$ cat config.mk
export PLATFORM = sky130hd
export DESIGN_NAME = vram_snoop
export DESIGN_NICKNAME = d
export VERILOG_FILES = /design/src/rtl/vram_snoop.sv
export SDC_FILE = /design/constraint.sdc
export NUM_CORES = 1
export LEC_CHECK = 0
export BUFFER_PORTS_ARGS = -buffer_cell sky130_fd_sc_hd__buf_2
export CAP_MARGIN = 40
export CORE_MARGIN = 2
export CORE_UTILIZATION = 30
export CTS_CLUSTER_DIAMETER = 40
export CTS_CLUSTER_SIZE = 28
export DETAILED_ROUTE_END_ITERATION = 8
export GPL_TIMING_DRIVEN = 0
export PLACE_DENSITY = 0.48
export SLEW_MARGIN = 30
export SYNTH_ARGS = -nofsm -noshare
export SYNTH_HDL_FRONTEND = slang
export SYNTH_SLANG_ARGS = --single-unit
$ cat constraint.sdc
create_clock -name clk_sys -period 5.7 [get_ports clk_sys]
set_input_delay 0.855 -clock clk_sys [delete_from_list [all_inputs] [get_ports clk_sys]]
set_output_delay 0.855 -clock clk_sys [all_outputs]
set_load 0.01 [all_outputs]
$ cat src/rtl/vram_snoop.sv
// Screen-memory front end: snoops CPU writes to the screen banks into a small FIFO
// and drains it into single-port VRAM, giving the video reader one slot per pixel period.
module vram_snoop #(
  parameter int FIFO_DEPTH = 4
) (
  input  logic                          clk_sys,
  input  logic                          reset,
  input  logic                          ce_7mn,
  input  logic [15:0]                   addr,
  input  logic [7:0]                    din,
  input  logic                          nMREQ,
  input  logic                          nWR,
  input  logic                          nRFSH,
  input  logic                          m128,
  input  logic [2:0]                    page_ram,
  input  logic [14:0]                   vram_addr,
  output logic [7:0]                    vram_dout,
  output logic [14:0]                   ram_addr,
  output logic [7:0]                    ram_din,
  output logic                          ram_we,
  input  logic [7:0]                    ram_dout,
  output logic [$clog2(FIFO_DEPTH):0]   fifo_level,
  output logic                          overflow
);
  localparam int PW = $clog2(FIFO_DEPTH);
  localparam int LW = PW + 1;
  localparam logic [LW-1:0] FULL_LVL = LW'(FIFO_DEPTH);

  logic          wr_act, hit, bank7, cap;
  logic          wr_d, wr_q;
  logic          push_d, push_q;
  logic [14:0]   push_addr_d, push_addr_q;
  logic [7:0]    push_data_d, push_data_q;
  logic          vslot_d, vslot_q;
  logic          rd_pend_d, rd_pend_q;
  logic [7:0]    vram_dout_d, vram_dout_q;
  logic [PW-1:0] wptr_d, wptr_q, rptr_d, rptr_q;
  logic [LW-1:0] level_d, level_q;
  logic          overflow_d, overflow_q;
  logic [22:0]   mem_q [FIFO_DEPTH];
  logic          full, pop, push_ok;

  assign wr_act = ~nMREQ & ~nWR & nRFSH;

  always_comb begin
    hit   = 1'b0;
    bank7 = 1'b0;
    case (addr[15:14])
      2'b01: hit = 1'b1;
      2'b11: begin
        if (m128 && page_ram == 3'd5) hit = 1'b1;
        if (m128 && page_ram == 3'd7) begin
          hit   = 1'b1;
          bank7 = 1'b1;
        end
      end
      default: hit = 1'b0;
    endcase
  end

  assign cap = wr_act & ~wr_q & hit;

  // A V slot preempts draining; a pop in the same cycle frees room for a push into a full FIFO.
  assign full    = (level_q == FULL_LVL);
  assign pop     = ~reset & ~vslot_q & (level_q != '0);
  assign push_ok = push_q & (~full | pop);

  always_comb begin
    wr_d        = wr_act;
    push_d      = cap;
    push_addr_d = {bank7, addr[13:0]};
    push_data_d = din;
    vslot_d     = ce_7mn;
    rd_pend_d   = vslot_q;
    vram_dout_d = rd_pend_q ? ram_dout : vram_dout_q;
    wptr_d      = push_ok ? wptr_q + PW'(1) : wptr_q;
    rptr_d      = pop ? rptr_q + PW'(1) : rptr_q;
    level_d     = level_q;
    if (push_ok && !pop) level_d = level_q + LW'(1);
    if (!push_ok && pop) level_d = level_q - LW'(1);
    overflow_d  = overflow_q | (push_q & ~push_ok);
  end

  always_comb begin
    ram_addr = '0;
    ram_din  = '0;
    ram_we   = 1'b0;
    if (!reset) begin
      if (pop) begin
        ram_addr = mem_q[rptr_q][22:8];
        ram_din  = mem_q[rptr_q][7:0];
        ram_we   = 1'b1;
      end else begin
        ram_addr = vram_addr;
      end
    end
  end

  always_ff @(posedge clk_sys) begin
    if (reset) begin
      wr_q        <= 1'b1;
      push_q      <= 1'b0;
      push_addr_q <= '0;
      push_data_q <= '0;
      vslot_q     <= 1'b0;
      rd_pend_q   <= 1'b0;
      vram_dout_q <= '0;
      wptr_q      <= '0;
      rptr_q      <= '0;
      level_q     <= '0;
      overflow_q  <= 1'b0;
    end else begin
      wr_q        <= wr_d;
      push_q      <= push_d;
      push_addr_q <= push_addr_d;
      push_data_q <= push_data_d;
      vslot_q     <= vslot_d;
      rd_pend_q   <= rd_pend_d;
      vram_dout_q <= vram_dout_d;
      wptr_q      <= wptr_d;
      rptr_q      <= rptr_d;
      level_q     <= level_d;
      overflow_q  <= overflow_d;
    end
  end

  always_ff @(posedge clk_sys) begin
    if (!reset && push_ok) mem_q[wptr_q] <= {push_addr_q, push_data_q};
  end

  assign vram_dout  = vram_dout_q;
  assign fifo_level = level_q;
  assign overflow   = overflow_q;
endmodule

======== Yosys cells after proc, flatten, opt, wreduce, memory -nomap -nowiden ========
Memory sizes are Yosys's and may differ from the RTL's. A register that Yosys moved wholly into a read port is not among the register bits.
Index checks and enable logic that the tools add are counted.
storage, ports and cells
  register bits ........................... 43
  memory bits (writable) .................. 92
  bits of input ports ..................... 57
  word-level logic and storage cells ...... 67
  memories ................................ 1
operators by class
  add/subtract/negate cells ............... 4
  equality and inequality tests ........... 5
  multiplexer cells ....................... 16
  bitwise logic cells ..................... 18
  reduce and logical (&&, ||, !) cells .... 11
memories
  memory  depth  width  read ports  clocked after Yosys merged registers in  wr ports  line  text
  mem_q   4      23     1           1                                        1         40    logic [22:0] mem_q [FIFO_DEPTH];
operators with widths
  cell                                               number
  2-to-1 mux 15 bit                                  2
  2-to-1 mux 8 bit                                   2
  == test 3 bit (second input constant)              3
  bitwise AND 1 bit                                  8
  inverter 1 bit                                     8
  2-to-1 mux 1 bit                                   7
  2-to-1 mux 3 bit                                   2
  logical AND 1 bit                                  5
  adder 2 x 1 -> 2 bit (second input constant)       2
  2-to-1 mux 2 bit                                   2
  adder 3 x 1 -> 3 bit (second input constant)       1
  logical NOT 1 bit                                  3
  nonzero test 3 bit                                 1
  subtractor 3 x 1 -> 3 bit (second input constant)  1
  == test 2 x 1 -> 1 bit (second input constant)     1
  == test 2 bit (second input constant)              1
  bitwise OR 1 bit                                   2
  case mux 1 bit (2 select lines)                    1
  nonzero test 2 bit                                 1
  OR reduction 2 bit                                 1

======== Depth between registers and ports, before layout ========
  depth after elaboration ................. 8
  mapped depth ............................ 10
  gate-level depth less buffers ........... 9

======== Least setup slack after synthesis ========
Ideal clock, no wire load.
  path kind ............................... input to output
  start point ............................. in reset
  end point ............................... out ram_addr[12]
  arrival ................................. 1.725 ns
  path slack .............................. 3.120 ns
  stages on the path ...................... 7
  buffers on the path ..................... 2
  cell sequence ........................... clkbuf_1 -> nor2_2 -> o21ai_4 -> inv_4 -> buf_6 -> nand2_1 -> nand2_1
on the way
  longest elaborated chain between the ends .. 5
RTL lines
  what                            line  text
  start: declaration              7     input logic reset,
  inverter 1 bit                  65    assign pop = ~reset & ~vslot_q & (level_q != '0);
  bitwise AND 1 bit (2 in a row)  65
  2-to-1 mux 15 bit               89    if (pop) begin
  2-to-1 mux 15 bit *             88    if (!reset) begin
  end: declaration                18    output logic [14:0] ram_addr,
Every way passes the cells marked *; elsewhere a longest branch is shown, timed or not.

======== Final worst setup path ========
  start point ............................. in reset
  end point ............................... out ram_addr[0]
The elaborated chain is that of the path after synthesis.

==> run metrics <==
synthesized net count=392; Critical Path AT=2180 ps; # fillers=1643; core box area=17200 um^2; H-tree depth=4; drc violations=0; period utilization=53.3%; Synth Register Bits=137; PD cells=332 nW/um^2; Async S/R FF share, synth=0%; Post-CTS Setup Bufs=0; cell area after synthesis=5280 um^2; CTS root buffer=clkbuf_16; Highest Clock Rate=0.329 GHz; cts hold-fix bufs=0; largest family of logic cells by synthesized area=multiplexers; Seq/Total Area, Yosys=69.4%; CP most frequent cell=clkbuf_1; latest clock arrival within the worst-skew pair=410 ps; vias per cell=4.35; CTS Buf Count=17; total power=2.19 mW; status=finished clean; chip height=137 um; startpoint type of the worst setup path=input pin; worst slew pin tran=703 ps; Die X=137 um; register area=3660 um^2; Diodes inserted=0; Port-buffer cells=91; DR iter-0 viols=122; reg2reg setup slack=3410 ps; Layout area overhead=25.0%; Nets=502; grt total ovfl=0; Syn Area/Cell=16.0 um^2; post-synthesis cell count=330; Fin. Hold Viols=0; first-pass GRT wire length=16800 um; non-filler cells, final=678; area occupied by multi-input gates=1480 um^2; FP Rows=48; vias in the first global route=3119; CP max stage cell=clkbuf_1; R2R Path End=fifo_level[2]; largest net degree at the start of global routing=24; Synth Area in Compound Gates=1.54%; peak fanout along the critical path=10; HP Class=reg2reg; drt wl/cell=15.9 um; Crit Path Category=in2out; initial antenna violation count=0; clk buf depth=2; share of layout cells above drive strength 1=35.5%; overall global routing resource usage=12.6%; TritonCTS clock tree=yes; R2R cell count=10; critical hold path startpoint=wr_q; Synth Area in Adders=1.33%; clk slew on worst S/H paths=60 ps; clock tree sinks=137; post-synthesis xor/xnor area fraction=0.664%; Slew headroom=53.1%; Max-cap violations=0; Ys Warns=0; Worst VDD drop=193 uV; Routed WL=10800 um; worst reg2reg path startpoint=fifo_level[0]; worst endpoint required time=4850 ps; placed cells=646; CP Cell Sequence=clkbuf_1, clkbuf_1, nand3b_1, nand2_1, buf_2; hold endpoint=push_q; RSZ-0062 raised after global routing=no; number of gates resized after cts=0; Initial Utilization=30.6%; Synth Area in Simple Gates=11.9%; Clock Skew=7.15 ps; final setup TNS=0 ps; post-route ant nets=0; Critical Path End Type=primary output; Placer Congestion=0.708; Yosys cell types=39; worst hold stages=1; total number of vias=2946; final critical-path required period=3040 ps; dominant synthesized flop cell=edfxtp_1; drt pass-1 iters=4; number of synthesized flops with an enable pin=92; die area=18700 um^2; DP HPWL=7010 um; CP peak stage delay=580 ps; I/O pins=93; post-synthesis mux area share=12.5%; Lkg Pwr=2.51 nW; Slew Viols, Final=0; Final setup viols=0
## worst max-delay path: cells and delay by family
kind                   cells  cell delay (ps)
and+or+nand+nor            2              250
buffers and inverters      3             1070
## Yosys cell counts (all sizes together), types with 2 or more instances
library cell / n / area share, %
a31oi: 2 / 0.36
mux2i: 9 / 1.7
nor2: 23 / 1.7
mux2: 2 / 0.43
dfxtp: 45 / 17
inv: 5 / 0.40
clkbuf: 6 / 0.43
mux4: 23 / 10
nand2b: 4 / 0.47
o21ai: 3 / 0.57
nor2b: 24 / 2.8
xor2: 2 / 0.33
edfxtp: 92 / 52
a21oi: 2 / 0.19
nand3b: 16 / 2.3
nand2: 33 / 2.3
ha: 4 / 0.95
xnor2: 2 / 0.33
buf: 12 / 1.8
and2: 12 / 1.6
## flip-flops by register name (all words and copies together) (netlist names), named ones only
register     cells
push_data_q      8
mem_q           92
overflow         1
wptr_q           2
rd_pend_q        1
fifo_level       3
rptr_q           2
push_q           1
rd_pend_d        1
vram_dout        8
push_addr_q     15
wr_q             1
## metrics by stage
step | area [um^2] | worst slack (ps) | util [%] | hold slack (ps)
5_1_grt | 6600 | 2560 | 38.3 | 455
2_1_floorplan | 5280 | 3120 | - | 380
3_5_place_dp | 6020 | 2640 | 34.9 | 404
4_1_cts | 6600 | 2620 | 38.3 | 410
3_3_place_gp | 6010 | 2620 | 34.9 | 402
6_report | 6600 | 2660 | 38.3 | 412
## worst max path at each step
stage	endpoint	start	slack, ps
after detailed placement	ram_din[5]	reset	2640
after global placement	ram_addr[5]	reset	2620
after CTS	ram_addr[13]	flop	2620
final	ram_addr[0]	reset	2660
after floorplan	ram_addr[12]	reset	3120
after global routing	ram_addr[4]	flop	2560
## routing by layer
metal / GRT usage (%) / vias to the layer above / routed length (um)
met5: 0 / - / 0
met3: 3.41 / 18 / 422
li1: - / 1429 / -
met4: 5.90 / 0 / 207
met2: 20.8 / 77 / 5330
met1: 15.5 / 1422 / 4850
## placed cells by master, fill, tap and decap left out, types with 2 or more instances in the layout
cell type	instances
a21oi_1	2
and2_1	4
and2_2	4
and2_4	4
buf_1	2
buf_2	94
buf_6	6
clkbuf_1	6
clkbuf_16	17
clkbuf_8	4
clkinv_2	5
clkinv_4	3
clkinvlp_4	2
dfxtp_1	45
edfxtp_1	92
ha_1	4
inv_1	4
mux2_1	2
mux2i_1	9
mux4_1	8
mux4_2	15
nand2_1	33
nand2b_1	4
nand3b_1	16
nor2_1	22
nor2b_1	24
xnor2_1	2
xor2_1	2
## cell type report
type,count,area share (%)
well taps,225,4.27
repair buffers,91,6.90
inverters,5,0.322
clock inverters,11,1.46
flip-flops and latches,137,55.5
multi-input cells,170,22.4
plain buffers,18,1.82
clock buffers,21,7.28
## cell families after synthesis
family | count (synthesis)
AO/OA/AOI/OAI | 10
XOR/XNOR | 4
adder cells (fa/ha/maj) | 5
buffers and inverters | 23
flip-flops | 137
multiplexers | 34
AND/OR/NAND/NOR | 117
## power breakdown
part / total [mW] / internal [mW] / leakage (nW) / switching, mW
Combinational: 0.0706 / 0.0355 / 1.02 / 0.0351
Sequential: 1.08 / 1.07 / 1.21 / 0.00919
Clock: 1.04 / 0.643 / 0.285 / 0.398
(Power assumes the default switching activity.)
